`src/rtl/fft_frame_gen_pkg.sv`:
```
// Shared definitions for the FFT frame generator.
//   state_e : frame generator FSM states
//   mode_e  : waveform select codes (sampled at frame start)
//   DW_DEFAULT : default sample width, real and imaginary each
package fft_pkg;

  localparam int unsigned DW_DEFAULT = 32;

  typedef enum logic [1:0] {
    ST_IDLE = 2'd0,
    ST_RUN  = 2'd1,
    ST_GAP  = 2'd2,
    ST_DONE = 2'd3
  } state_e;

  typedef enum logic [1:0] {
    MODE_RAMP  = 2'd0,
    MODE_IMP   = 2'd1,
    MODE_CONST = 2'd2,
    MODE_ALT   = 2'd3
  } mode_e;

endpackage

```
`src/rtl/fft_frame_gen_if.sv`:
```
// Frame stream bus between the generator (master) and its consumer (slave).
//   en, mode, ready          : consumer -> generator controls
//   data_real/data_img       : DW-bit two's complement sample
//   valid/start/over         : beat qualifier and frame framing pulses
//   frame_cnt, busy          : status
interface fft_frame_gen_if #(
  parameter int unsigned DW = fft_pkg::DW_DEFAULT
);
  logic          en;
  logic [1:0]    mode;
  logic          ready;
  logic [DW-1:0] data_real;
  logic [DW-1:0] data_img;
  logic          valid;
  logic          start;
  logic          over;
  logic [15:0]   frame_cnt;
  logic          busy;

  modport master (
    input  en, mode, ready,
    output data_real, data_img, valid, start, over, frame_cnt, busy
  );

  modport slave (
    output en, mode, ready,
    input  data_real, data_img, valid, start, over, frame_cnt, busy
  );
endinterface

```
`src/rtl/fft_frame_gen_wave_lut.sv`:
```
// Combinational waveform table: maps (mode, sample index k) to a complex
// sample. Imaginary part is always zero.
//   mode_i : waveform select
//   k_i    : sample index within the frame, unsigned
//   real_o : real part, DW-bit two's complement
//   img_o  : imaginary part
module fft_wave_lut
  import fft_pkg::*;
#(
  parameter int unsigned LAYER = 3,
  parameter int unsigned DW    = DW_DEFAULT,
  parameter int unsigned AMP   = 1024
) (
  input  mode_e            mode_i,
  input  logic [LAYER-1:0] k_i,
  output logic [DW-1:0]    real_o,
  output logic [DW-1:0]    img_o
);

  localparam logic [DW-1:0] AMP_V     = DW'(AMP);
  localparam logic [DW-1:0] NEG_AMP_V = (~AMP_V) + DW'(1);

  always_comb begin
    real_o = '0;
    img_o  = '0;
    case (mode_i)
      MODE_RAMP:  real_o = DW'(k_i);
      MODE_IMP:   if (k_i == '0) real_o = AMP_V;
      MODE_CONST: real_o = AMP_V;
      MODE_ALT:   real_o = k_i[0] ? NEG_AMP_V : AMP_V;
      default:    real_o = '0;
    endcase
  end

endmodule

```
`src/rtl/fft_frame_gen.sv`:
```
// Parametrised frame source for the FFT cores. Emits frames of 2^LAYER
// complex samples with start/over framing, honours downstream ready,
// inserts GAP idle cycles between frames and optionally stops after
// FRAMES frames until en is seen low.
//   clk : clock, rising edge
//   rst : asynchronous active-low reset
//   bus : master side of the frame stream interface
module fft_frame_gen
  import fft_pkg::*;
#(
  parameter int unsigned LAYER  = 3,
  parameter int unsigned DW     = DW_DEFAULT,
  parameter int unsigned AMP    = 1024,
  parameter int unsigned GAP    = 2,
  parameter int unsigned FRAMES = 0
) (
  input logic            clk,
  input logic            rst,
  fft_frame_gen_if.master bus
);

  localparam logic [LAYER-1:0] K_LAST   = '1;
  localparam logic [31:0]      GAP_LOAD = (GAP > 0) ? 32'(GAP - 1) : 32'd0;

  state_e           state_q, state_d;
  logic [LAYER-1:0] k_q, k_d;
  mode_e            mode_q, mode_d;
  logic [31:0]      gap_q, gap_d;
  logic [31:0]      sess_q, sess_d;
  logic [15:0]      cnt_q, cnt_d;
  logic [DW-1:0]    lut_real, lut_img;
  logic             run;

  always_ff @(posedge clk or negedge rst) begin
    if (!rst) begin
      state_q <= ST_IDLE;
      k_q     <= '0;
      mode_q  <= MODE_RAMP;
      gap_q   <= '0;
      sess_q  <= '0;
      cnt_q   <= '0;
    end else begin
      state_q <= state_d;
      k_q     <= k_d;
      mode_q  <= mode_d;
      gap_q   <= gap_d;
      sess_q  <= sess_d;
      cnt_q   <= cnt_d;
    end
  end

  always_comb begin
    state_d = state_q;
    k_d     = k_q;
    mode_d  = mode_q;
    gap_d   = gap_q;
    sess_d  = sess_q;
    cnt_d   = cnt_q;
    case (state_q)
      ST_IDLE: begin
        // Each entry from IDLE is a fresh en session for the frame limit.
        if (bus.en) begin
          state_d = ST_RUN;
          k_d     = '0;
          mode_d  = mode_e'(bus.mode);
          sess_d  = '0;
        end
      end
      ST_RUN: begin
        if (bus.ready) begin
          k_d = k_q + LAYER'(1);
          if (k_q == K_LAST) begin
            k_d    = '0;
            cnt_d  = cnt_q + 16'd1;
            sess_d = sess_q + 32'd1;
            if (!bus.en) begin
              state_d = ST_IDLE;
            end else if ((FRAMES != 0) && (sess_q + 32'd1 == 32'(FRAMES))) begin
              state_d = ST_DONE;
            end else if (GAP != 0) begin
              state_d = ST_GAP;
              gap_d   = GAP_LOAD;
            end else begin
              // Back-to-back: the next beat is a start beat, so re-sample mode now.
              mode_d = mode_e'(bus.mode);
            end
          end
        end
      end
      ST_GAP: begin
        if (gap_q == '0) begin
          if (!bus.en) begin
            state_d = ST_IDLE;
          end else begin
            state_d = ST_RUN;
            mode_d  = mode_e'(bus.mode);
          end
        end else begin
          gap_d = gap_q - 32'd1;
        end
      end
      ST_DONE: begin
        if (!bus.en) state_d = ST_IDLE;
      end
      default: state_d = ST_IDLE;
    endcase
  end

  fft_wave_lut #(
    .LAYER (LAYER),
    .DW    (DW),
    .AMP   (AMP)
  ) u_lut (
    .mode_i (mode_q),
    .k_i    (k_q),
    .real_o (lut_real),
    .img_o  (lut_img)
  );

  // Outputs decode straight from registered state so reset clears them
  // without waiting for a clock edge.
  assign run           = (state_q == ST_RUN);
  assign bus.valid     = run;
  assign bus.start     = run && (k_q == '0);
  assign bus.over      = run && (k_q == K_LAST);
  assign bus.data_real = run ? lut_real : '0;
  assign bus.data_img  = run ? lut_img : '0;
  assign bus.frame_cnt = cnt_q;
  assign bus.busy      = run || (state_q == ST_GAP);

endmodule

```
`src/flat_wrapper.sv`:
```
// flat-port wrapper written by rule: the top's interface ports become plain ports
module fft_frame_gen_flat import fft_pkg::*;
#(
  parameter int unsigned LAYER  = 3,
  parameter int unsigned DW     = DW_DEFAULT,
  parameter int unsigned AMP    = 1024,
  parameter int unsigned GAP    = 2,
  parameter int unsigned FRAMES = 0
)
  (clk, rst, bus_en, bus_mode, bus_ready, bus_data_real, bus_data_img, bus_valid, bus_start, bus_over, bus_frame_cnt, bus_busy);
  fft_frame_gen_if #(.DW(DW)) bus_i ();
  input logic clk;
  input logic rst;
  input wire logic [$bits(bus_i.en)-1:0] bus_en;
  input wire logic [$bits(bus_i.mode)-1:0] bus_mode;
  input wire logic [$bits(bus_i.ready)-1:0] bus_ready;
  output wire logic [$bits(bus_i.data_real)-1:0] bus_data_real;
  output wire logic [$bits(bus_i.data_img)-1:0] bus_data_img;
  output wire logic [$bits(bus_i.valid)-1:0] bus_valid;
  output wire logic [$bits(bus_i.start)-1:0] bus_start;
  output wire logic [$bits(bus_i.over)-1:0] bus_over;
  output wire logic [$bits(bus_i.frame_cnt)-1:0] bus_frame_cnt;
  output wire logic [$bits(bus_i.busy)-1:0] bus_busy;
  assign bus_i.en = bus_en;
  assign bus_i.mode = bus_mode;
  assign bus_i.ready = bus_ready;
  assign bus_data_real = bus_i.data_real;
  assign bus_data_img = bus_i.data_img;
  assign bus_valid = bus_i.valid;
  assign bus_start = bus_i.start;
  assign bus_over = bus_i.over;
  assign bus_frame_cnt = bus_i.frame_cnt;
  assign bus_busy = bus_i.busy;
  fft_frame_gen #(.LAYER(LAYER), .DW(DW), .AMP(AMP), .GAP(GAP), .FRAMES(FRAMES)) u_core (.clk(clk), .rst(rst), .bus(bus_i));
endmodule
```
`config.mk`:
```
export PLATFORM = sky130hd
export DESIGN_NAME = fft_frame_gen_flat
export DESIGN_NICKNAME = d
export VERILOG_FILES = /design/src/rtl/fft_frame_gen_pkg.sv /design/src/rtl/fft_frame_gen_if.sv /design/src/rtl/fft_frame_gen_wave_lut.sv /design/src/rtl/fft_frame_gen.sv /design/src/flat_wrapper.sv
export SDC_FILE = /design/constraint.sdc
export NUM_CORES = 1
export LEC_CHECK = 0
export ABC_AREA = 0
export CAP_MARGIN = 15
export CORE_UTILIZATION = 54
export DETAILED_ROUTE_END_ITERATION = 10
export PLACE_DENSITY = 0.83
export SLEW_MARGIN = 5
export SYNTH_ARGS = -nofsm -noshare
export SYNTH_HDL_FRONTEND = slang
export SYNTH_SLANG_ARGS = --single-unit
```
`constraint.sdc`:
```
create_clock -name clk -period 3.4 [get_ports clk]
set_input_delay 0.68 -clock clk [delete_from_list [all_inputs] [get_ports clk]]
set_output_delay 0.68 -clock clk [all_outputs]
set_load 0.005 [all_outputs]
```
**Word level (Yosys, flattened, before mapping)**

Cells that the tools add are included.

- Output and inout bits: 84
- Input bits: 6
- Word-level logic and storage cells: 61
- Register bits after elaboration: 55

- Reduce and logical (&&, ||, !) cells: 15
- Equality and inequality tests: 14
- Muxes and demuxes: 24
- Add/sub/neg operators: 3

Operators by type and width:

| kind | number |
|---|---|
| two-way mux 32 bit | 6 |
| case mux 32 bit (4 select lines) | 1 |
| case mux 32 bit (2 select lines) | 1 |
| logical NOT 32 bit | 1 |
| subtractor 32 x 1 -> 32 bit (second input constant) | 1 |
| adder 16 x 1 -> 16 bit (second input constant) | 1 |
| two-way mux 2 bit | 8 |
| != test 2 bit (second input constant) | 6 |
| two-way mux 11 bit | 1 |
| AND reduction 5 bit | 2 |
| two-way mux 3 bit | 3 |
| == test 2 bit (second input constant) | 4 |
| case mux 2 bit (4 select lines) | 1 |
| case mux 3 bit (2 select lines) | 1 |
| AND reduction 3 bit | 2 |
| nonzero test 2 bit | 3 |
| == test 2 x 1 -> 1 bit (second input constant) | 2 |
| logical NOT 2 bit | 2 |
| case mux 2 bit (2 select lines) | 1 |
| adder 3 x 1 -> 3 bit (second input constant) | 1 |
| == test 3 bit (second input constant) | 1 |
| logical NOT 3 bit | 1 |
| logical AND 1 bit | 2 |
| != test 2 x 1 -> 1 bit (second input constant) | 1 |
| other kinds (3) | 3 |

**Longest topological paths before layout**

Gate-level depths: netlist (run 1).

- Depth in word-level cells: 4
- Depth in mapped cells: 10
- Mapped depth without buffers: 7

**Hierarchy**

From an unflattened synthesis (run 1), not the netlist that was laid out.

- Cells, all modules: 441
- Area total of the unflattened synthesis: 3893.7 sq um

Modules (own cells, without submodules):

| module | seq. area each (sq um) | instances | cells an instance | area each (sq um) |
|---|---|---|---|---|
| fft_frame_gen | 1376.3 | 1 | 374 | 3400.8 |
| fft_wave_lut | 0.0 | 1 | 67 | 493.0 |

**Worst setup path after synthesis (run 1)**

OpenSTA, ideal clock, no wires.

- Path kind: reg-to-output
- Start point: register u_core.state_q[1]
- End point: output bus_data_real[12]
- Stages on the path, launching flop included: 7
- Path slack: 846 ps
- Arrival time: 1874 ps
- Cell sequence: dfrtp_1 > inv_1 > ha_1 > clkbuf_1 > clkbuf_1 > and4_1 > buf_4

- Longest elaborated chain between the ends: 2

Ends and longest elaborated chain:

| item | line | RTL |
|---|---|---|
| from (decl) | fft_frame_gen.sv:25 | `state_e state_q, state_d;` |
| from (signal assigned) | fft_frame_gen.sv:43 | `state_q <= state_d;` |
| == test 2 x 1 -> 1 bit | fft_frame_gen.sv:122 | `assign run = (state_q == ST_RUN);` |
| named net bus_valid | flat_wrapper.sv:19 | `output wire logic [$bits(bus_i.valid)-1:0] bus_valid;` |
| two-way mux 32 bit | fft_frame_gen.sv:126 | `assign bus.data_real = run ? lut_real : '0;` |
| to (decl) | flat_wrapper.sv:17 | `output wire logic [$bits(bus_i.data_real)-1:0] bus_data_real;` |

The timed path passes the listed nets, and every way through them passes these cells.

**Final worst setup path (run 1)**

- Start point: register u_core.state_q[1]
- End point: output bus_data_real[31]

- Longest elaborated chain between the ends: 2

Ends and longest elaborated chain:

| item | line |
|---|---|
| == test 2 x 1 -> 1 bit | fft_frame_gen.sv:122 |
| two-way mux 32 bit | fft_frame_gen.sv:126 |

Every way passes these cells.

==> results of run 1 <==
==> cells by family after synthesis <==
| kind of cell | synth area share |
|---|---|
| adder cells (fa/ha/maj) | 0.0306 |
| other | 0.00102 |
| flip-flops | 0.374 |
| multiplexers | 0.0204 |
| AO/OA/AOI/OAI | 0.143 |
| XOR/XNOR | 0.0405 |
| AND/OR/NAND/NOR | 0.242 |
| buffers and inverters | 0.147 |
==> area by class of cell <==
cell class | instances | share of cell area
multi-input cells | 303 | 0.469
flip-flops and latches | 55 | 0.340
repair buffers | 57 | 0.135
well taps | 77 | 0.0238
clock buffers | 5 | 0.0170
inverters | 9 | 0.00834
clock inverters | 3 | 0.00679
==> power groups by stage <==
stage,sequential (mW),clock [mW],combinational [mW]
4_1_cts,0.906,0.397,0.865
3_5_place_dp,0.916,0,0.862
2_1_floorplan,0.878,0,0.645
6_report,0.910,0.393,0.866
5_1_grt,0.931,0.420,0.958
3_3_place_gp,0.908,0,0.831
==> Yosys cell counts (2+ instances only) <==
cell type | number | area share
nand2b_1 | 7 | 0.012
and4_1 | 4 | 0.0095
o31ai_1 | 8 | 0.016
a21oi_1 | 16 | 0.022
xnor2_1 | 11 | 0.026
o311ai_1 | 2 | 0.0048
dfrtp_1 | 55 | 0.37
o211ai_1 | 6 | 0.012
a22o_1 | 3 | 0.0071
o311ai_0 | 3 | 0.0071
nand4_1 | 9 | 0.015
o21ai_0 | 11 | 0.015
xor2_1 | 6 | 0.014
nor3b_1 | 2 | 0.0041
o21ai_1 | 2 | 0.0027
nor2b_1 | 2 | 0.0034
a221o_1 | 2 | 0.0054
and3_1 | 6 | 0.010
or2_2 | 6 | 0.010
nor2_1 | 19 | 0.019
clkbuf_1 | 11 | 0.011
buf_4 | 60 | 0.12
nor3_1 | 14 | 0.019
nand3_1 | 20 | 0.027
ha_1 | 9 | 0.031
or4_4 | 2 | 0.0061
nand3b_1 | 3 | 0.0061
a31oi_1 | 3 | 0.0051
a2bb2oi_1 | 2 | 0.0048
nor4_1 | 3 | 0.0051
mux2_2 | 4 | 0.012
or4_1 | 8 | 0.016
mux2i_1 | 3 | 0.0082
and2_1 | 8 | 0.014
o41ai_1 | 2 | 0.0048
or3_1 | 11 | 0.019
nand2_1 | 32 | 0.033
inv_1 | 9 | 0.0092
==> registers in the layout (all words and copies together) (netlist names) <==
signal and count:
u_core.mode_q 2, u_core.k_q 3, u_core.gap_q 32, u_core.bus.frame_cnt 16, u_core.state_q 2
==> layout by cell type, fill, tap and decap left out, types with 7 or more instances in the layout <==
| cell type | count |
|---|---|
| nor3_1 | 14 |
| ha_1 | 9 |
| a21oi_1 | 16 |
| conb_1 | 39 |
| or4_1 | 8 |
| xnor2_1 | 11 |
| clkdlybuf4s50_1 | 49 |
| nand2b_1 | 7 |
| buf_4 | 7 |
| dfrtp_1 | 55 |
| nand2_1 | 32 |
| and2_1 | 8 |
| o31ai_1 | 8 |
| nand3_1 | 20 |
| o21ai_0 | 11 |
| nor2_1 | 19 |
| nand4_1 | 9 |
| or3_1 | 11 |
| inv_1 | 9 |
==> routing by layer <==
metal / global-route usage / up-vias
li1: - / 1399
met1: 0.295 / 1416
met2: 0.370 / 94
met3: 0.0383 / 14
met4: 0.0647 / 0
met5: 0 / -
==> worst max path at each step <==
stage          cells after the start                     endpoint                          start  slack (ns)
6_report                           4            bus_data_real[31]  u_core.state_q[1]$_DFFE_PN0P_        0.50
5_1_grt                            4            bus_data_real[31]  u_core.state_q[1]$_DFFE_PN0P_        0.35
4_1_cts                            4            bus_data_real[31]  u_core.state_q[1]$_DFFE_PN0P_        0.48
3_5_place_dp                       6  u_core.gap_q[7]$_DFFE_PN0P_                         bus_en        0.37
3_3_place_gp                       6  u_core.gap_q[7]$_DFFE_PN0P_                         bus_en        0.47
2_1_floorplan                      6            bus_data_real[12]  u_core.state_q[1]$_DFFE_PN0P_        0.85
==> stage by stage <==
| stage | total power [mW] | instance area, sq um | utilization | cells | setup WS, ns |
|---|---|---|---|---|---|
| CTS | 2.17 | 4050 | 0.627 | 509 | 0.484 |
| floorplan | 1.52 | 3820 | - | 440 | 0.846 |
| global placement | 1.74 | 3960 | 0.612 | 501 | 0.469 |
| detailed placement | 1.78 | 3960 | 0.612 | 501 | 0.368 |
| global route | 2.31 | 4050 | 0.627 | 509 | 0.347 |
| finish | 2.17 | 4050 | 0.627 | 509 | 0.500 |
==> worst register-to-register path, stage by stage (launching register included) <==
cell,delay (ns)
dfrtp_1,0.44
or4_4,0.60
or2_0,0.45
o31ai_2,0.78
o21ai_1,0.19
a21oi_1,0.25
==> metrics.yaml, run 1 <==
power_and_ir_drop:
  p_seq_frac: 0.419
  pwr-share-comb: 0.399
  p_per_area_mw_per_mm2: 535
  vdd_drop_max_v: 0.000429
  p_sw_frac: 0.390
  p_leak_nw: 1.77
  clockPowerShare: 0.181
  p_int_mw: 1.32
  p_sw_uw: 845
die:
  die_x_um: 84.5
  dieHeight_um: 84.5
  ios: 90
  num_rows: 29
  dieArea_sq_mm: 0.00714
  core_area_sq_mm: 0.00646
  start_util: 0.569
detailed_routing:
  wl_per_cell_um: 15.1
  drc: 8
  routed_via_density: 5.74
  ant_nets: 0
  num_vias: 2923
  drtIter0Drc: 213
  routed.top_layer: "met4"
  wirelength_um: 7710
  drt-met1-wl_um: 3460
  wl_met3_um: 312
  wl_met2_um: 3840
  dr.pass1.iters: 10
yosys:
  synth_seq_area_share: 0.374
  synth_edf_count: 0
  syn_area_sq_mm: 0.00368
  ys_types: 56
  avgSynthCellArea_sq_um: 9.14
  netlist_instances: 402
  ys_async_sr_fraction: 1.00
  synthFlopType: "dfrtp_1"
  synth_seq_cells: 55
  yosys_warnings: 0
setup_path:
  cp.required_ns: 2.72
  cp-end-kind: "output port"
  crit_type: "flip-flop to output port"
  cp_max_fo: 21
  critical_path_arrival_ns: 2.22
  path_buf_inv: 2
  worst_path_largest_cell_delay_ns: 0.63
  ff2ff_setup_slack_ns: 0.61
  reg2regPathDepth: 5
  r2r_start: "u_core.gap_q[20]$_DFFE_PN0P_"
  cp-start-kind: "flip-flop"
  path_delay_family: "buffers and inverters"
  path_cells: "inv_1 -> ha_1 -> and4_1 -> clkdlybuf4s50_1"
  r2r_end: "u_core.gap_q[17]$_DFFE_PN0P_"
  crit_slowest_cell: "clkdlybuf4s50_1"
cts:
  hold_buffers: 0
  clk_pin_slew_ns: 0.11
  cts_max_path_buffers: 2
  cts_root_buffer: "clkbuf_8"
  clk_latency_ns: 0.32
  cts_max_level: 2
  ctsResizeCount: 0
  cts_tree: "done"
  cts_buffers: 5
  clkSinkCount: 55
  cts_setup_buffers: 0
placement:
  place_congestion: 0.861
  io_buffers: 50
  dp_hpwl_um: 5660
worst_hold_path:
  hold_class: "primary input to asynchronous set/reset pin"
sta:
  tightest_slew_ns: 0.786
  finalMaxSlewViolations: 0
  holdWs_ns: 0.289
  setup_tns_ns: 0
  slew_headroom: 0.473
  skew_ns: 0.0142
  max_freq_ghz: 0.345
  final-hold-violation-count: 0
  rsz0062_at_grt: "false"
  min_period_ns: 2.90
  finalCritPeriodShare: 0.853
  setup_viol: 0
final_layout:
  multi_input_area_sq_mm: 0.00190
  areaGrowthSynthToFinish_pct: 10.2
  nFillCells: 539
  finalNetCount: 446
  antenna_cells: 0
  drive_gt1_frac: 0.0810
  seqCellArea_sq_mm: 0.00138
global_routing:
  grt_first_pass_wirelength_um: 12800
  antenna_found_initial: 0
  grt_overflow: 0
  grt_pass1_vias: 2722
  track_usage: 0.221
  grt_max_degree: 37
run_status:
  status: "finished with violations"
  violations: "DRC"
job:
  drv_cap: 0
(Power assumes the default switching activity.)
==> run 2: changes to the inputs <==
- CORE_UTILIZATION: 54 -> 55
- PLACE_DENSITY: 0.83 -> 0.84
- SYNTH_HIERARCHICAL: unset -> 1
==> run 2 against run 1 <==
Net effect:
- sequential share of layout area down 1.8 points
- die area up 3.9%
- critical path depth is 2 higher
- synthesized area up 5.9%
- critical path type unchanged
- flip-flop and latch count stayed put
- first-iteration DRC count grew 15%
- largest cell class unchanged
- sequential power rose by 13%
- design area rose by 5.5%
- worst setup slack gained 0.26 ns
- clock power shrank 3%
- the run now ends clean
- final cell count rose by 10%
- hold slack got worse by 0.030 ns
==> metrics.yaml, run 2 <==
run_status:
  status: "finished, final reports clean"
sta:
  tightest_slew_ns: 0.577  # -0.210 ns
  finalCritPeriodShare: 0.778  # -0.0754
  final-hold-violation-count: 0  # unchanged
  max_freq_ghz: 0.378  # +9.7%
  min_period_ns: 2.64  # -0.256 ns
  finalMaxSlewViolations: 0  # unchanged
  skew_ns: 0.0122  # -0.00200 ns
  slew_headroom: 0.612  # +0.139
  rsz0062_at_grt: "false"
  setup_viol: 0  # unchanged
  setup_tns_ns: 0  # unchanged
setup_path:
  cp-end-kind: "output port"
  critical_path_arrival_ns: 1.96  # -0.26 ns
  path_cells: "inv_1 -> ha_1 -> buf_12 -> nand2_1 -> nor2_1 -> clkdlybuf4s50_1"
  crit_type: "flip-flop to output port"
  cp-start-kind: "flip-flop"
  crit_slowest_cell: "clkdlybuf4s50_1"
  cp_max_fo: 77  # +270%
  ff2ff_setup_slack_ns: 0.88  # +0.27 ns
  worst_path_largest_cell_delay_ns: 0.51  # -0.12 ns
  reg2regPathDepth: 5  # unchanged
  cp.required_ns: 2.72  # about the same
detailed_routing:
  wirelength_um: 7040  # -8.7%
  drc: 0  # -8
  ant_nets: 0  # unchanged
  num_vias: 2892  # -1.1%
  dr.pass1.iters: 4  # -6
  wl_per_cell_um: 12.6  # -17%
  drtIter0Drc: 244  # +15%
  routed_via_density: 5.16  # -10%
final_layout:
  largest_register: "u_core/gap_q"
  antenna_cells: 0  # unchanged
  drive_gt1_frac: 0.0431  # -0.0379
  layout_commonest_cell: "and2_1"
  largest_reg_flops: 32  # unchanged
  nFillCells: 585  # +8.5%
  most-common-layout-cells: "and2_1, dfrtp_1, clkdlybuf4s50_1, conb_1, nand2_1"
  areaGrowthSynthToFinish_pct: 9.80
  fin_util: 0.626  # -0.00145
  finalNetCount: 479  # +7.4%
  final_cell_area_sq_mm: 0.00428  # +5.5%
global_routing:
  grt_overflow: 0  # unchanged
  grt_max_degree: 78  # +110%
  grt_pass1_vias: 2587  # -5.0%
  antenna_found_initial: 0  # unchanged
  grt_first_pass_wirelength_um: 11600  # -9.6%
  track_usage: 0.195  # -0.0255
die:
  die_x_um: 86.1  # +1.9%
  core_area_sq_mm: 0.00683  # +5.8%
  start_util: 0.570  # +0.000804
  dieArea_sq_mm: 0.00742  # +3.9%
  num_rows: 30  # +3.4%
  dieHeight_um: 86.1  # +1.9%
  ios: 90  # unchanged
yosys:
  ys_top_cells_by_count: "and2_1, buf_4, dfrtp_1, nand2_1"
  synth_seq_cells: 55  # unchanged
  avgSynthCellArea_sq_um: 8.83  # -3.4%
  synth.top_cells.by_area: "dfrtp_1, buf_4, and2_1"
  synth.largest_area_cell: "dfrtp_1"
  synthFlopType: "dfrtp_1"
  ys_types: 52  # -7.1%
  netlist_instances: 441  # +9.7%
  syn_area_sq_mm: 0.00389  # +5.9%
  yosys_warnings: 6  # +6
  synth_edf_count: 0  # unchanged
  synth_seq_area_share: 0.353  # -0.0209
  yosysTopAreaCellShare: 0.353  # -0.0209
  ys_async_sr_fraction: 1.00  # unchanged
  synth_most_common_cell: "and2_1"
cts:
  cts_max_level: 2  # unchanged
  clk_pin_slew_ns: 0.11  # about the same
  hold_buffers: 0  # unchanged
  cts_tree: "done"
  ctsResizeCount: 0  # unchanged
  cts_setup_buffers: 0  # unchanged
  cts_buffers: 5  # unchanged
  cts_root_buffer: "clkbuf_8"
  clk_latency_ns: 0.32  # about the same
  clkSinkCount: 55  # unchanged
  cts_max_path_buffers: 2  # unchanged
placement:
  io_buffers: 50  # unchanged
  dp_hpwl_um: 5190  # -8.3%
  place_congestion: 0.819  # -4.9%
  place_area_sq_mm: 0.00418  # +5.7%
power_and_ir_drop:
  p_per_area_mw_per_mm2: 664  # +24%
  p_leak_nw: 1.93  # +9.1%
  vdd_drop_max_v: 0.000337  # -21%
job:
  drv_cap: 0  # unchanged
worst_hold_path:
  hold_class: "primary input to asynchronous set/reset pin"
## run 2: logic make-up (layout without fill, tap and decap cells)
kind of cell	Yosys count	after routing	share of synthesized area
buf+inv	86	71	0.142
other cells	1	39	0.000963
compound gates	45	45	0.0762
fa+ha+maj	10	10	0.0321
flops	55	55	0.353
xor+xnor	18	18	0.0405
simple gates	205	205	0.300
mux	21	21	0.0546
## run 2: final cells by class
class                      instances  area (sq um)  share of cell area
clock buffer                       5          68.8              0.0161
clock inverter                     3          27.5             0.00644
inverter                           8          30.0             0.00702
multi-input combinational        338          2110               0.493
sequential                        55          1380               0.322
tap                               96           120              0.0281
timing repair buffer              55           546               0.128
## run 2: stage by stage
stage | setup WS (ns) | total power [mW] | std cells | hold WS [ns]
final | 0.756 | 2.84 | 560 | 0.259
after global routing | 0.585 | 3.08 | 560 | 0.269
after CTS | 0.722 | 2.84 | 560 | 0.265
after detailed placement | 0.509 | 2.45 | 552 | 0.481
after global placement | 0.624 | 2.38 | 552 | 0.455
after floorplan | 1.15 | 2.14 | 479 | 0.384
## run 2: path summary, 6_finish.rpt
kind,startpoint,end
max in group asynchronous,rst,u_core/state_q[0]$_DFFE_PN0P_
hold / removal,rst,u_core/bus.frame_cnt[7]$_DFFE_PN0P_
min in group clk,u_core/bus.frame_cnt[15]$_DFFE_PN0P_,u_core/bus.frame_cnt[15]$_DFFE_PN0P_
hold reg to reg,u_core/bus.frame_cnt[15]$_DFFE_PN0P_,u_core/bus.frame_cnt[15]$_DFFE_PN0P_
setup reg to reg,u_core/gap_q[22]$_DFFE_PN0P_,u_core/gap_q[7]$_DFFE_PN0P_
setup / recovery,u_core/state_q[1]$_DFFE_PN0P_,bus_start
## run 2: critical path: cells and delay by family, from the launching register on
kind                     cells  cell delay, ns
flip-flops                   1            0.41
buffers and inverters        3            0.86
AND/OR/NAND/NOR              2            0.15
adder cells (fa/ha/maj)      1            0.21
## run 2: per-layer routing
layer,GRT usage,wire [um],vias up
met4,0.0500,49,0
met1,0.246,3250,1358
met2,0.338,3420,72
met5,0,0,-
li1,-,-,1458
met3,0.0452,322,4
## run 2: power breakdown
group,leakage (nW),internal (mW),switching [mW]
clock network,0.0467,0.153,0.230
logic,1.14,0.651,0.772
registers,0.736,0.831,0.201
total,1.93,1.64,1.20
==> run 3: changes to the inputs <==
- CORE_UTILIZATION: 55 -> 51
- PLACE_DENSITY: 0.84 -> 0.78
- clock period: 3.4 -> 2.5 ns (I/O delays scaled with it)
==> run 3 against run 2 <==
Net effect:
- combinational power rose by 50%
- sequential power grew 37%
- die area rose by 7.7%
- flip-flop and latch count is the same
- first-iteration DRC count rose by 2.5%
- non-clock buffer count up 13
- final cell count rose by 2.9%
- power rose by 43%
- hold slack worse by 0.15 ns
- sequential share of layout area decreased by 1.0 points
- via count up 2.2%
- register-to-register slack got worse by 0.76 ns
- largest cell class unchanged
==> metrics.yaml, run 3 (synthesis gave the netlist of run 2 again) <==
setup_path:
  worst_path_largest_cell_delay_ns: 0.48  # -0.03 ns
  path_delay_family: "flip-flops"
  cp-end-kind: "output port"
  cp_max_fo: 8  # -90%
  path_buf_inv: 1  # -2
  path_cells: "ha_1 -> ha_1 -> and2_1 -> clkdlybuf4s50_1"
  critical_path_arrival_ns: 1.88  # -0.08 ns
  crit_type: "flip-flop to output port"
  crit_slowest_cell: "dfrtp_2"
  cp-start-kind: "flip-flop"
  path_common_cell: "ha_1"
  cp.required_ns: 2.00  # -0.72 ns
sta:
  slew_headroom: 0.671  # +0.0597
  finalCritPeriodShare: 0.954
  worst_slack_ns: 0.115  # -0.641 ns
  max_freq_ghz: 0.419
  tightest_slew_ns: 0.489  # -0.0880 ns
  final-hold-violation-count: 0  # unchanged
  skew_ns: 0.0154  # +0.00312 ns
  min_period_ns: 2.38
  setup_viol: 0  # unchanged
  finalMaxSlewViolations: 0  # unchanged
  rsz0062_at_grt: "true"
cts:
  cts_setup_buffers: 0  # unchanged
  cts_buffers: 5  # unchanged
  cts_root_buffer: "clkbuf_8"
  cts_tree: "done"
  clk_pin_slew_ns: 0.11  # about the same
  cts_max_path_buffers: 2  # unchanged
  clk_latency_ns: 0.32  # about the same
  cts_max_level: 2  # unchanged
  clkSinkCount: 55  # unchanged
placement:
  io_buffers: 50  # unchanged
  pre_cts_ws_ns: 0.0785  # -0.431 ns
  place_congestion: 0.834  # +1.8%
  dp_hpwl_um: 5400  # +4.1%
detailed_routing:
  wirelength_um: 7450  # +5.8%
  ant_nets: 0  # unchanged
  dr.pass1.iters: 4  # unchanged
  drc: 0  # unchanged
  drtIter0Drc: 250  # +2.5%
  num_vias: 2957  # +2.2%
  wl_per_cell_um: 12.9  # +2.9%
  routed_via_density: 5.13  # -0.59%
global_routing:
  grt_pass1_vias: 2702  # +4.4%
  grt_overflow: 0  # unchanged
  grt_first_pass_wirelength_um: 12300  # +6.0%
  grt_max_degree: 78  # unchanged
  track_usage: 0.195  # -0.000600
  antenna_found_initial: 0  # unchanged
final_layout:
  antenna_cells: 0  # unchanged
  finalNetCount: 492  # +2.7%
  largest_register: "u_core/gap_q"
  layout_commonest_cell: "and2_1"
  drive_gt1_frac: 0.0755  # +0.0324
  areaGrowthSynthToFinish_pct: 13.4
  largest_reg_flops: 32  # unchanged
  most-common-layout-cells: "and2_1, dfrtp_1, clkdlybuf4s50_1, conb_1, nand2_1"
die:
  dieHeight_um: 89.4  # +3.8%
  core_area_sq_mm: 0.00733  # +7.3%
  ios: 90  # unchanged
  dieArea_sq_mm: 0.00799  # +7.7%
  num_rows: 31  # +3.3%
  die_x_um: 89.4  # +3.8%
  start_util: 0.531  # -0.0388
worst_hold_path:
  hold_class: "primary input to asynchronous set/reset pin"
power_and_ir_drop:
  vdd_drop_max_v: 0.000475  # +41%
  power_mw: 4.07  # +43%
  p_leak_nw: 2.00  # +3.7%
  p_per_area_mw_per_mm2: 922  # +39%
job:
  drv_cap: 0  # unchanged
run_status:
  status: "finished, final reports clean"
## run 3: cell type report
cell class / instances / area, sq um
Multi-Input combinational cell: 338 / 2130
Clock inverter: 3 / 27.5
Sequential cell: 55 / 1380
Inverter: 8 / 30.0
Clock buffer: 5 / 68.8
Fill cell: 656 / 2910
Tap cell: 99 / 124
Timing Repair Buffer: 68 / 661
## run 3: report_power, final
part / leakage [nW] / internal, mW / switching (mW)
Clock: 0.0463 / 0.207 / 0.325
Combinational: 1.22 / 1.03 / 1.10
Sequential: 0.735 / 1.13 / 0.280
## run 3: what timing repair did
action                                  in CTS  in global routing
gates resized for setup                      0                  5
endpoints found under the setup margin       0                 38
hold buffers                                 0                  0
## run 3: metrics by stage
step	area [sq um]	TNS (ns)	util	hold slack [ns]	std cells
after global routing	4420	-0.00538	0.602	0.137	576
final	4420	0	0.602	0.112	576
after floorplan	4040	0	-	0.204	479
after global placement	4270	0	0.583	0.453	567
after CTS	4370	0	0.596	0.133	575
after detailed placement	4270	0	0.583	0.468	567
## run 3: final timing paths
kind | from | end | slack, ns | depth (start not counted)
max reg2reg | u_core/k_q[1]$_DFFE_PN0P_ | u_core/gap_q[15]$_DFFE_PN0P_ | 0.12 | 8
min reg2reg | u_core/gap_q[26]$_DFFE_PN0P_ | u_core/gap_q[26]$_DFFE_PN0P_ | 0.48 | 1
min in group clk | u_core/gap_q[26]$_DFFE_PN0P_ | u_core/gap_q[26]$_DFFE_PN0P_ | 0.48 | 1
min | rst | u_core/bus.frame_cnt[13]$_DFFE_PN0P_ | 0.11 | 1
max in group asynchronous | rst | u_core/gap_q[24]$_DFFE_PN0P_ | 1.76 | 2
max | u_core/k_q[0]$_DFFE_PN0P_ | bus_over | 0.12 | 4
## run 3: per-layer routing
metal	part of all wire	track usage	vias up
met5	0	0	-
met4	0.0067	0.0418	0
met3	0.045	0.0342	6
met2	0.49	0.335	75
met1	0.45	0.257	1389
li1	-	-	1487
